`config.mk`:
```
export PLATFORM = sky130hd
export DESIGN_NAME = screen_sequencer
export DESIGN_NICKNAME = d
export VERILOG_FILES = /design/src/rtl/screen_sequencer.sv
export SDC_FILE = /design/constraint.sdc
export NUM_CORES = 1
export LEC_CHECK = 0
export ABC_CLOCK_PERIOD_IN_PS = 2400
export CAP_MARGIN = 0
export CORE_MARGIN = 8
export CORE_UTILIZATION = 51
export DETAILED_ROUTE_END_ITERATION = 6
export PLACE_DENSITY_LB_ADDON = 0.05
export SYNTH_ARGS = -nofsm -noshare
export SYNTH_HDL_FRONTEND = slang
export SYNTH_SLANG_ARGS = --single-unit
```
`constraint.sdc`:
```
create_clock -name clk_100MHz -period 2.4 [get_ports clk_100MHz]
set_input_delay 0.48 -clock clk_100MHz [delete_from_list [all_inputs] [get_ports clk_100MHz]]
set_output_delay 0.48 -clock clk_100MHz [all_outputs]
set_load 0.02 [all_outputs]
```
`src/rtl/screen_sequencer.sv`:
```
// screen_sequencer: frame-synchronous START/PLAY/WIN screen controller.
// Requests (start, game result) are held pending and applied only on the
// falling edge of vsync, so screen changes never tear mid-frame.
module screen_sequencer #(
   parameter int unsigned WIN_HOLD_FRAMES = 300
) (
   input  logic       clk_100MHz,
   input  logic       reset,
   input  logic       start,
   input  logic       ganadorX,
   input  logic       ganadorO,
   input  logic       tie,
   input  logic       vsync,
   output logic       ceSS,
   output logic       cePS,
   output logic       ceWS,
   output logic       game_reset,
   output logic [1:0] winner_code,
   output logic [1:0] screen_state
);

   localparam int unsigned CNT_W = 16;
   localparam logic [CNT_W-1:0] HOLD_LAST = CNT_W'(WIN_HOLD_FRAMES - 1);

   typedef enum logic [1:0] {
      START   = 2'b00,
      PLAY    = 2'b01,
      WIN     = 2'b10,
      ILLEGAL = 2'b11
   } state_t;

   state_t             state, state_next;
   logic               pend, pend_next;
   logic [CNT_W-1:0]   frame_cnt, frame_cnt_next;
   logic [1:0]         code_next;
   logic               game_reset_next;
   logic               start_q, vsync_q;
   logic               start_rise, frame_tick, any_result;

   assign start_rise = start & ~start_q;
   assign frame_tick = vsync_q & ~vsync;
   assign any_result = ganadorX | ganadorO | tie;

   // State, pending request, frame counter, edge-detect history and registered outputs.
   always_ff @(posedge clk_100MHz) begin
      if (reset) begin
         state        <= START;
         pend         <= 1'b0;
         frame_cnt    <= '0;
         winner_code  <= 2'b00;
         game_reset   <= 1'b0;
         start_q      <= 1'b1;
         vsync_q      <= 1'b1;
         ceSS         <= 1'b1;
         cePS         <= 1'b0;
         ceWS         <= 1'b0;
         screen_state <= 2'b00;
      end else begin
         state        <= state_next;
         pend         <= pend_next;
         frame_cnt    <= frame_cnt_next;
         winner_code  <= code_next;
         game_reset   <= game_reset_next;
         start_q      <= start;
         vsync_q      <= vsync;
         ceSS         <= (state_next == START);
         cePS         <= (state_next == PLAY);
         ceWS         <= (state_next == WIN);
         screen_state <= state_next;
      end
   end

   // Next-state: latch requests, commit them on frame_tick only.
   always_comb begin
      state_next      = state;
      pend_next       = pend;
      frame_cnt_next  = frame_cnt;
      code_next       = winner_code;
      game_reset_next = 1'b0;
      case (state)
         START: begin
            if (frame_tick && pend) begin
               state_next      = PLAY;
               pend_next       = 1'b0;
               game_reset_next = 1'b1;
            end else if (start_rise) begin
               pend_next = 1'b1;
            end
         end
         PLAY: begin
            if (frame_tick && pend) begin
               state_next     = WIN;
               pend_next      = 1'b0;
               frame_cnt_next = '0;
            end else if (any_result && !pend) begin
               // First result seen wins; later changes are ignored.
               pend_next = 1'b1;
               code_next = ganadorX ? 2'b01 : (ganadorO ? 2'b10 : 2'b11);
            end
         end
         WIN: begin
            if (frame_tick) begin
               if (frame_cnt == HOLD_LAST) begin
                  state_next     = START;
                  code_next      = 2'b00;
                  frame_cnt_next = '0;
                  pend_next      = 1'b0;
               end else begin
                  frame_cnt_next = frame_cnt + CNT_W'(1);
               end
            end
         end
         default: begin
            state_next     = START;
            pend_next      = 1'b0;
            code_next      = 2'b00;
            frame_cnt_next = '0;
         end
      endcase
   end

endmodule

```
==> metrics <==
sequential cell area=around 540 um2; Critical Path Max Stage Delay=0.70 ns; Inserted Clock Buffers=3; total global routing overflow=0; top cell type's share of synthesized area=a little under two fifths; number of nets in the synthesized netlist=between 150 and 200; area of combinational cells with multiple inputs=between 800 and 900 um2; leading cell types by total area after synthesis=sky130_fd_sc_hd__dfxtp_1 37%, sky130_fd_sc_hd__a211oi_1 4.1%, sky130_fd_sc_hd__nand4_1 3.9%; last weighted congestion value of the routability-driven placer=0.8266; proportion of layout cells with a drive suffix above 1=15.56%; number of post-CTS setup repair buffers=0; Residual DRC=0; # clock sinks=27; Maximum Capacitance Violations=0; FFs w/ async S/R, synth=0%; most frequent cell after synthesis=sky130_fd_sc_hd__dfxtp_1; antenna diode count=0; count of mapped cells out of synthesis=between 150 and 200; hold path startpoint=winner_code[0]; PostCTS Resize Cnt=0; relative slew slack=about 69%; primary flip-flop cell chosen by synthesis mapping=sky130_fd_sc_hd__dfxtp_1; setup repair after global routing missed its margin=false; portion of the clock cycle consumed by the worst path in the final layout=between 80 and 90%; crit-path cells=clkdlybuf4s50_1; count of unique library cells instantiated by Yosys=51; arrival time reported for the critical path endpoint=1.66 ns; final core occ=60.50%; hold_buf cts=0; maximum number of pins on one net before global-route repair=17; TritonCTS clock tree=yes; share of the yosys chip area belonging to registers=36.99%; Clk Latency, worst-skew pair=0.32 ns; Final min period=2.136 ns; Worst Hold Class=flip-flop to flip-flop; synthesized area divided by synthesized cell count=8.804 um2; final slew viol count=0; antenna violations before repair=0; number of inserted filler cells in the final layout=262; upper clock frequency limit=468.1 MHz; crit path max-delay cell type=sky130_fd_sc_hd__clkdlybuf4s50_1; Cell Area, Synth=about 1500 um2; Vert. Die Dim=between 60 and 70 um; H-tree Lvls=1; number of enable-type register cells in the synthesized netlist=0; status=finished, final reports clean; initial cell density of the core=53.46%; hold depth=2; cells on worst reg2reg path=6; horizontal die dimension=around 70 um; slack of the worst reg-to-reg path=0.45 ns; YS warnings=0; Avg WL per Cell=~16 um; Placement Rows=19; Data required, critical path=about 1.9 ns; library cell with the largest summed area after synthesis=sky130_fd_sc_hd__dfxtp_1; routed vias=1314; number of nets in the finished design=189; startpoint of the worst-slack reg-to-reg timing path=frame_cnt[0]; PD cells=around 430 nW/um2; clock-pin transition on the worst setup and hold timing paths=roughly 0.14 ns; initial detailed-routing violation count=95; growth of design area from synthesis to finish=13.19%; via-per-instance ratio=6.227; remaining number of nets flagged by the antenna check after routing=0; hold violation count in the final report=0; CTS Buffer Depth=2; worst supply voltage drop on vdd=roughly 370 uV; clock skew=between 0.002 and 0.0025 ns; Initial DRT Pass Iterations=4; Clock Tree Root=sky130_fd_sc_hd__clkbuf_4; Total Wirelength=3.295 mm; Detail Placement HPWL=2.376 mm; cell type group with the largest total delay on the critical path=buffers and inverters; full die area=4834 um2; sink of the worst hold path=winner_code[0]; vias in the first global route=approximately 1100; Setup CP Type=flip-flop to primary output; wire length of the first global-routing pass=5.388 mm; Worst-Margin Slew=~0.47 ns; setup-violating endpoint count in the final report=0; gr usage total=between 10% and 20%; top cells by count, synth=27 x sky130_fd_sc_hd__dfxtp_1, 12 x sky130_fd_sc_hd__nand2_1, 9 x sky130_fd_sc_hd__nand4_1; Total Neg Setup Slack=0 ns; Critical Path Start Type=flip-flop; input/output buffers=14; worst reg2reg endpoint=winner_code[1]; endpoint class of the critical path=primary output; sum of buffers and inverters on the critical path=1; count of boundary I/O pins=15; largest fanout of any net on the critical path=15; leakage component of the power=0.0005054 uW; Placeable Area=between 2000 and 3000 um2; number of register bits inferred by synthesis=27
[how the worst max path moves through the flow]
stage                 start               to  slack, ns  cells past startpoint
2_1_floorplan  frame_cnt[0]   winner_code[0]       0.77                      6
5_1_grt            state[1]  screen_state[1]       0.19                      1
3_3_place_gp          vsync    frame_cnt[12]       0.30                      5
4_1_cts            state[1]  screen_state[1]       0.25                      1
6_report           state[1]  screen_state[1]       0.26                      1
3_5_place_dp          vsync    frame_cnt[12]       0.28                      5
[placed cells by master (no fill, tap or decap), types with 4 or more instances in the layout]
cell	count
sky130_fd_sc_hd__dfxtp_1	27
sky130_fd_sc_hd__clkdlybuf4s50_1	14
sky130_fd_sc_hd__nand2_1	12
sky130_fd_sc_hd__nand4_1	9
sky130_fd_sc_hd__a211oi_1	8
sky130_fd_sc_hd__buf_4	8
sky130_fd_sc_hd__nand3_1	7
sky130_fd_sc_hd__a21oi_1	7
sky130_fd_sc_hd__a31oi_1	6
sky130_fd_sc_hd__nor3_1	5
sky130_fd_sc_hd__nor2_1	5
sky130_fd_sc_hd__o21ai_0	5
sky130_fd_sc_hd__o31ai_1	4
sky130_fd_sc_hd__or3_1	4
sky130_fd_sc_hd__o211ai_1	4
sky130_fd_sc_hd__inv_1	4
[power by group]
part	internal, uW	switching [uW]
sequential	455	6.61
combinational	28.3	30.6
clock	65.1	131
[flip-flops by register name, indices dropped and copies added (netlist names)]
signal / cells
cePS: 1
ceSS: 1
ceWS: 1
frame_cnt: 16
game_reset: 1
pend: 1
start_q: 1
state: 2
vsync_q: 1
winner_code: 2
[final cells by class]
cell class                      instances  share of cell area (%)
Clock buffer                            4                   1.588
Inverter                                4                  0.9077
Multi-Input combinational cell        123                   50.38
Timing Repair Buffer                   22                   12.10
Tap cell                               31                   2.345
Sequential cell                        27                   32.68
[per-layer routing]
layer | part of all wire [%] | GRT usage (%) | vias up
li1 | - | - | 673
met1 | 50 | 17.42 | 617
met2 | 45 | 19.47 | 22
met3 | 4.6 | 4.006 | 2
met4 | 0.61 | 2.506 | 0
met5 | 0 | 0 | -
[stage by stage]
step	cell area (um2)	setup WS (ns)	hold WS, ns	power [uW]	std cells
2_1_floorplan	1461	0.7717	0.4630	506.2	166
3_3_place_gp	1628	0.3034	0.4894	527.6	207
3_5_place_dp	1628	0.2758	0.4929	529.4	207
4_1_cts	1654	0.2550	0.5126	725.2	211
5_1_grt	1654	0.1860	0.5482	752.1	211
6_report	1654	0.2639	0.5137	716.2	211
[cell families (layout without fill, tap and decap cells)]
family / after synthesis / after routing / share of synthesized area (%)
XOR/XNOR: 1 / 1 / 0.5994
buffers and inverters: 16 / 30 / 5.992
adder cells (fa/ha/maj): 1 / 1 / 0.8560
AND/OR/NAND/NOR: 72 / 72 / 31.17
flip-flops: 27 / 27 / 36.99
AO/OA/AOI/OAI: 49 / 49 / 24.40
Note: power is estimated with default switching activity, not from simulation.
